## config.mk

```make
export PLATFORM = sky130hd
export DESIGN_NAME = alu_pipe
export DESIGN_NICKNAME = d
export VERILOG_FILES = /design/src/rtl/alu_pipe.sv
export SDC_FILE = /design/constraint.sdc
export NUM_CORES = 1
export LEC_CHECK = 0
export CELL_PAD_IN_SITES_DETAIL_PLACEMENT = 0
export CELL_PAD_IN_SITES_GLOBAL_PLACEMENT = 1
export CORE_MARGIN = 3
export CORE_UTILIZATION = 48
export DETAILED_ROUTE_END_ITERATION = 12
export PLACE_DENSITY = 0.95
export SYNTH_ARGS = -nofsm -noshare
export SYNTH_HDL_FRONTEND = slang
export SYNTH_SLANG_ARGS = --single-unit
```

## constraint.sdc

```tcl
create_clock -name clk -period 4.8 [get_ports clk]
set_clock_uncertainty 0.15 [all_clocks]
set_input_delay 0.96 -clock clk [delete_from_list [all_inputs] [get_ports clk]]
set_output_delay 0.96 -clock clk [all_outputs]
set_load 0.05 [all_outputs]
```

## src/rtl/alu_pipe.sv

```systemverilog
// alu_pipe: single-stage registered ALU with valid/ready handshake on both sides.
// Optional iterative shift-add multiplier (opcode 1001) is built only when ALU_PIPE_MUL_EN is defined.
module alu_pipe #(
  parameter int WIDTH = 64
) (
  input  logic             clk,
  input  logic             rst,
  input  logic             in_valid,
  output logic             in_ready,
  input  logic [WIDTH-1:0] a,
  input  logic [WIDTH-1:0] b,
  input  logic [3:0]       opcode,
  output logic             out_valid,
  input  logic             out_ready,
  output logic [WIDTH-1:0] result,
  output logic             carry_flag,
  output logic             overflow_flag,
  output logic             zero_flag,
  output logic             busy
);
  localparam int SHW = $clog2(WIDTH);

  localparam logic [3:0] OP_ADD  = 4'b0000;
  localparam logic [3:0] OP_SLL  = 4'b0001;
  localparam logic [3:0] OP_SLT  = 4'b0010;
  localparam logic [3:0] OP_SLTU = 4'b0011;
  localparam logic [3:0] OP_XOR  = 4'b0100;
  localparam logic [3:0] OP_SRL  = 4'b0101;
  localparam logic [3:0] OP_OR   = 4'b0110;
  localparam logic [3:0] OP_AND  = 4'b0111;
  localparam logic [3:0] OP_SUB  = 4'b1000;
  localparam logic [3:0] OP_SRA  = 4'b1101;

  logic             load_ok;
  logic             accept;
  logic             is_mul;
  logic             mul_done;
  logic [WIDTH-1:0] mul_lo;
  logic             mul_ovf;
  logic [WIDTH:0]   add_full;
  logic [WIDTH:0]   sub_full;
  logic [SHW-1:0]   shamt;
  logic [WIDTH-1:0] alu_res;
  logic             alu_c;
  logic             alu_v;

  // The output register may be (re)loaded when it is empty or being drained this edge.
  assign load_ok  = !out_valid || out_ready;
  assign in_ready = !busy && load_ok;
  assign accept   = in_valid && in_ready;

  assign shamt    = b[SHW-1:0];
  assign add_full = {1'b0, a} + {1'b0, b};
  assign sub_full = {1'b0, a} + {1'b0, ~b} + {{WIDTH{1'b0}}, 1'b1};

  always_comb begin
    alu_res = '0;
    alu_c   = 1'b0;
    alu_v   = 1'b0;
    case (opcode)
      OP_ADD: begin
        alu_res = add_full[WIDTH-1:0];
        alu_c   = add_full[WIDTH];
        alu_v   = (a[WIDTH-1] == b[WIDTH-1]) && (add_full[WIDTH-1] != a[WIDTH-1]);
      end
      OP_SUB: begin
        alu_res = sub_full[WIDTH-1:0];
        alu_c   = sub_full[WIDTH];
        alu_v   = (a[WIDTH-1] != b[WIDTH-1]) && (sub_full[WIDTH-1] != a[WIDTH-1]);
      end
      OP_SLL:  alu_res = a << shamt;
      OP_SLT:  alu_res = {{(WIDTH-1){1'b0}}, ($signed(a) < $signed(b))};
      OP_SLTU: alu_res = {{(WIDTH-1){1'b0}}, (a < b)};
      OP_XOR:  alu_res = a ^ b;
      OP_SRL:  alu_res = a >> shamt;
      OP_OR:   alu_res = a | b;
      OP_AND:  alu_res = a & b;
      OP_SRA:  alu_res = $signed(a) >>> shamt;
      default: alu_res = '0;
    endcase
  end

`ifdef ALU_PIPE_MUL_EN
  localparam logic [3:0] OP_MUL = 4'b1001;

  typedef enum logic {S_IDLE = 1'b0, S_MUL = 1'b1} state_t;

  state_t             state;
  state_t             state_nxt;
  logic [SHW-1:0]     cnt;
  logic [2*WIDTH-1:0] mcand;
  logic [2*WIDTH-1:0] acc;
  logic [2*WIDTH-1:0] acc_nxt;
  logic [WIDTH-1:0]   mplier;
  logic               mul_req;
  logic               mul_last;
  logic               mul_step;

  assign is_mul   = (opcode == OP_MUL);
  assign mul_req  = accept && is_mul;
  assign mul_last = (state == S_MUL) && (cnt == SHW'(WIDTH - 1));
  // The final iteration holds until the output register can take the product.
  assign mul_done = mul_last && load_ok;
  assign mul_step = (state == S_MUL) && (!mul_last || load_ok);
  assign acc_nxt  = acc + (mplier[0] ? mcand : '0);
  assign mul_lo   = acc_nxt[WIDTH-1:0];
  assign mul_ovf  = |acc_nxt[2*WIDTH-1:WIDTH];

  always_ff @(posedge clk or posedge rst) begin
    if (rst) state <= S_IDLE;
    else     state <= state_nxt;
  end

  always_comb begin
    state_nxt = state;
    case (state)
      S_IDLE:  if (mul_req) state_nxt = S_MUL;
      S_MUL:   if (mul_done) state_nxt = S_IDLE;
      default: state_nxt = S_IDLE;
    endcase
  end

  always_comb begin
    busy = (state == S_MUL);
  end

  always_ff @(posedge clk or posedge rst) begin
    if (rst) begin
      cnt    <= '0;
      mcand  <= '0;
      mplier <= '0;
      acc    <= '0;
    end else if (mul_req) begin
      cnt    <= '0;
      mcand  <= {{WIDTH{1'b0}}, a};
      mplier <= b;
      acc    <= '0;
    end else if (mul_step) begin
      cnt    <= cnt + 1'b1;
      mcand  <= mcand << 1;
      mplier <= mplier >> 1;
      acc    <= acc_nxt;
    end
  end
`else
  assign is_mul   = 1'b0;
  assign mul_done = 1'b0;
  assign mul_lo   = '0;
  assign mul_ovf  = 1'b0;
  assign busy     = 1'b0;
`endif

  always_ff @(posedge clk or posedge rst) begin
    if (rst) begin
      out_valid     <= 1'b0;
      result        <= '0;
      carry_flag    <= 1'b0;
      overflow_flag <= 1'b0;
      zero_flag     <= 1'b0;
    end else if (accept && !is_mul) begin
      out_valid     <= 1'b1;
      result        <= alu_res;
      carry_flag    <= alu_c;
      overflow_flag <= alu_v;
      zero_flag     <= (alu_res == '0);
    end else if (mul_done) begin
      out_valid     <= 1'b1;
      result        <= mul_lo;
      carry_flag    <= 1'b0;
      overflow_flag <= mul_ovf;
      zero_flag     <= (mul_lo == '0);
    end else if (out_ready) begin
      out_valid     <= 1'b0;
    end
  end
endmodule

```

==> results of run 1 <==
[synthesized netlist by cell type (all sizes together) (14+ instances only)]
cell	n	area (sq um)
mux4	57	1280
o2111ai	14	123
o211ai	50	375
o22ai	97	607
o221ai	38	333
a211o	20	175
o31ai	57	447
nor4	65	413
xnor2	36	315
a21oi	345	1730
a22oi	48	360
o21a	15	113
or2	14	87.6
inv	211	792
a21o	25	188
a2111oi	17	161
nor2b	25	156
o21ai	271	1360
a221oi	37	324
nand2	427	1600
and3	14	92.6
nand4	54	338
o21bai	24	180
a211oi	105	788
nor3	74	375
nand3	83	415
mux2i	137	1380
nor2	372	1400
and2	26	163
ha	196	2450
a31oi	37	231
nand2b	24	150
clkbuf	200	753
mux2	80	908
buf	103	589
dfrtp	68	1700
[stage by stage]
step | instance area [sq um] | TNS [ns] | hold slack [ns] | cells
3_5_place_dp | 37000 | -10.20 | 0.312 | 5601
2_1_floorplan | 25100 | -0.0475 | 0.595 | 3691
4_1_cts | 38300 | 0 | 0.327 | 5631
3_3_place_gp | 37000 | -7.60 | 0.309 | 5601
[kinds of logic after synthesis]
logic type / Yosys count
xor+xnor: 37
flops: 68
compound gates: 1358
simple gates: 1238
buf+inv: 517
fa+ha+maj: 198
mux: 274
other cells: 1
[metal layers]
metal  track usage, %  GRT overflow
met1             67.8             0
met2             81.0            22
met3             55.1             1
met4             63.0            29
met5             21.5             1
[what timing repair did]
| action | CTS |
|---|---|
| pin swaps | 58 |
| setup endpoints to repair | 15 |
| buffers inserted | 15 |
| gates resized for setup | 200 |
==> results.json, run 1 <==
{
  "h-tree-depth": 3,
  "die_w_um": 234,
  "grt_pass1_wl_um": 274000,
  "grt_max_degree": 101,
  "cts_hold_buf": 0,
  "cts.sink_count": 68,
  "synthMuxAreaShare_pct": 14.4,
  "pin_count": 206,
  "place.gp.congestion": 1.53,
  "outcome": "aborted with a tool error",
  "ys.flop_type": "dfrtp_1",
  "place_ws_ns": -1.11,
  "first_global_vias": 42300,
  "cts_root_buffer": "clkbuf_16",
  "synthCells": 3691,
  "synth.avg_cell_area_sq_um": 6.74,
  "dp.final_hpwl_um": 129000,
  "synthSimpleGateAreaFrac_pct": 22.9,
  "synth.distinct_cells": 99,
  "synth_nets": 4025,
  "start_util_pct": 49.1,
  "cts_made_buffers": 9,
  "lastStage": "5_1_grt",
  "synth_top_family_by_area": "compound AO/OA/AOI/OAI gates",
  "synth_fa_ha_area_share_pct": 10.0,
  "synthXorXnorAreaFrac_pct": 1.30,
  "stop_error": "[ERROR GRT-0116] Global routing finished with congestion. Check the congestion regions in the DRC Viewer.",
  "synth_compound_area_share_pct": 36.0,
  "ys_seq_area_share_pct": 6.84,
  "io_buffers": 204,
  "synth.cell_area_sq_um": 24900,
  "cts_max_path_buffers": 2,
  "die_h_um": 234,
  "fp-row-count": 82,
  "synth_edf_count": 0,
  "grt_usage_pct": 66.9,
  "yosys_warnings": 0,
  "gr-total-overflow": 53,
  "synth-seq-cells": 68,
  "synthArstFlopShare_pct": 100
}
==> inputs of run 2 (changes only) <==
- CELL_PAD_IN_SITES_DETAIL_PLACEMENT: 0 -> not set
- CELL_PAD_IN_SITES_GLOBAL_PLACEMENT: 1 -> not set
- CORE_UTILIZATION: 48 -> 40
- PLACE_DENSITY: 0.95 -> not set
- PLACE_DENSITY_LB_ADDON: not set -> 0.15
==> run 2 against run 1 <==
Net effect: the flow now finishes, with violations (capacitance limit, setup timing); area after synthesis unchanged; synthesized cell count did not move.
==> results.json, run 2 <==
{
  "h-tree-depth": 3,
  "synthCells": 3691,
  "synth-seq-cells": 68,
  "avgViaCountPerCell": 6.60,
  "final_nets": 5614,
  "yosys-top-cells-count": "nand2_1 (427), nor2_1 (372), a21oi_1 (344)",
  "required_ns": 4.90,
  "fin_crit_sh_pct": 104,
  "critPathMaxStageDelay_ns": 0.48,
  "synth.distinct_cells": 99,
  "p_sw_uw": 3890,
  "grt_max_degree": 101,
  "cts_root_buffer": "clkbuf_16",
  "outcome": "finished with violations",
  "hold_viol_final": 0,
  "path_class": "in2reg",
  "pwr-share-comb_pct": 81.5,
  "relSlewSlack_pct": 1.14,
  "leakage_uw": 0.0193,
  "drtIter0Drc": 6214,
  "utilization_pct": 69.7,
  "cts_made_buffers": 9,
  "clk_pin_slew_ns": 0.06,
  "synth.top_cell.area_share_pct": 9.86,
  "regMostFlops": "result",
  "p_sw_share_pct": 51.1,
  "postRouteAntennaNets": 0,
  "start_util_pct": 40.8,
  "placed_cell_area_sq_um": 39000,
  "drive_above_1_share_pct": 42.5,
  "drv_slew": 0,
  "synth_edf_count": 0,
  "yosys.area.top_type": "ha_1",
  "synthArstFlopShare_pct": 100,
  "fp-row-count": 90,
  "clkLatencyLatePin_ns": 0.35,
  "fin_crit_ns": 5.01,
  "dieArea_sq_um": 65200,
  "synth.cell_area_sq_um": 24900,
  "grt_pass1_wl_um": 265000,
  "antenna_found_initial": 6,
  "ys.flop_type": "dfrtp_1",
  "place_ws_ns": -1.15,
  "power.density_nw_per_um2": 179,
  "firstDrtPassIters": 7,
  "crit_top_cell": "buf_4",
  "p_int_uw": 3720,
  "io_buffers": 204,
  "r2r_slack_ns": 1.16,
  "cpMaxStageDelayCell": "o2111ai_1",
  "crit_family": "simple AND/OR/NAND/NOR gates",
  "clock_power_share_pct": 9.0,
  "cts.sink_count": 68,
  "rsz0062_at_grt": "yes",
  "dr_total_vias": 40400,
  "gr-total-overflow": 0,
  "wl_per_cell_um": 30.5,
  "yosys_warnings": 0,
  "die_w_um": 255,
  "cts_tree": "done",
  "largest_reg_flops": 64,
  "finalWorstSetupSlack_ns": -0.207,
  "stdcell_area_sq_um": 42500,
  "syn2layout_area_growth_pct": 70.7,
  "first_global_vias": 38500,
  "die_h_um": 255,
  "worstPathMaxFanout": 5,
  "cap_violations": 1,
  "critPathArrivalTime_ns": 5.11,
  "place.gp.congestion": 1.24,
  "grt_usage_pct": 54.5,
  "layout_common_cells": "buf_4 (1578), nand2_1 (413), nor2_1 (351)",
  "critPathLaunchType": "input pin",
  "cts_hold_buf": 0,
  "drcViolationCount": 0,
  "worst_pin_slew_ns": 1.47,
  "drt-total-wl_um": 187000,
  "ys_top_cells_by_area": "ha_1 (9.9%), a21oi_1 (6.9%), dfrtp_1 (6.8%), nand2_1 (6.4%), nor2_1 (5.6%)",
  "power_uw": 7620,
  "cts_max_path_buffers": 2,
  "dp.final_hpwl_um": 151000,
  "crit_buf_inv": 5,
  "synth_nets": 4025,
  "max_freq_mhz": 200,
  "ir_drop_v": 0.000220,
  "hp-class": "reg2reg",
  "layout_commonest_cell": "buf_4",
  "path_cells": "clkdlybuf4s50_1 -> buf_6 -> buf_4 -> mux2i_1 -> buf_4 -> mux4_2 -> mux2_2 -> nor2_1 -> a221oi_1 -> o2111ai_1 -> nor4_2 -> nand2_1 -> nor3_1 -> nand4_1 -> buf_4 -> nor4_2 -> nand4b_1 -> o31ai_2",
  "tns_ns": -0.376,
  "yosysMostFrequentCell": "nand2_1",
  "ys_seq_area_share_pct": 6.84,
  "finalSetupViolCount": 3,
  "fp.coreArea_sq_um": 60900,
  "seq_power_share_pct": 9.5,
  "violations": "capacitance limit, setup timing",
  "pin_count": 206,
  "cp-end-kind": "register",
  "synth.avg_cell_area_sq_um": 6.74
}
==> run 2: cell counts after synthesis <==
Identical to the previous run, type by type.
==> run 2: power groups by stage <==
stage | Sequential, uW | Clock (uW) | Combinational (uW)
after floorplan | 1070 | 0 | 2070
after global placement | 730 | 0 | 5380
after detailed placement | 732 | 0 | 5410
after CTS | 723 | 690 | 5790
after global routing | 736 | 719 | 6350
final | 723 | 686 | 6210
==> run 2: final timing paths <==
kind	from	end	cells past startpoint
max	a[46]	zero_flag	18
min	result[7]	result[7]	2
max reg2reg	out_valid	zero_flag	16
min reg2reg	result[7]	result[7]	2
max in group asynchronous	rst	result[49]	3
min in group asynchronous	rst	result[4]	2
==> run 2: layout make-up <==
type | instances | area [sq um]
clock inverters | 6 | 63.8
clock buffers | 10 | 239
diodes | 4 | 10.0
inverters | 214 | 818
well taps | 828 | 1040
repair buffers | 1881 | 15400
fillers | 5299 | 18500
flip-flops and latches | 68 | 1700
multi-input cells | 3106 | 23200
==> run 2: cell families after synthesis <==
group                      after synthesis  share of synthesized area, %
and+or+nand+nor                       1238                          22.9
buffers and inverters                  517                          8.63
other                                    1                        0.0151
muxes                                  274                          14.4
DFF                                     68                          6.84
adders and majority gates              198                          10.0
AOI/OAI and AO/OA                     1358                          36.0
xor gates and xnor gates                37                          1.30
==> run 2: worst register-to-register path: stages, from the launching register on <==
cell	delay (ns)
dfrtp_1	0.37
nand2b_1	0.10
and2_1	0.20
buf_12	0.15
o221ai_1	0.16
a21oi_1	0.15
o21ai_0	0.14
nor4b_2	0.27
buf_4	0.17
and4_1	0.19
nand4_1	0.15
nor4_2	0.32
buf_4	0.16
nand4_1	0.29
nor4_2	0.25
nand4b_1	0.14
o31ai_2	0.19
==> run 2: routing by layer <==
layer / vias up / routed length (um) / part of all wire (%) / track usage (%)
li1: 17100 / - / - / -
met1: 18800 / 64100 / 34 / 63.1
met2: 3516 / 73100 / 39 / 77.4
met3: 987 / 26400 / 14 / 20.0
met4: 4 / 23100 / 12 / 50.6
met5: - / 68 / 0.036 / 0
==> run 2: metrics by stage <==
stage                     hold WS, ns  cells
after detailed placement        0.318   5983
after floorplan                 0.595   3691
after global routing            0.358   6113
after global placement          0.310   5983
final                           0.325   6117
after CTS                       0.330   6101
==> run 2: timing repair <==
| item | in CTS | in global routing |
|---|---|---|
| setup endpoints to repair | 20 | 15 |
| buffers inserted | 100 | 12 |
| gates resized for setup | 479 | 123 |
| pin swaps | 114 | 55 |
| cloned | 2 | 0 |
Note: power is estimated with default switching activity, not from simulation.
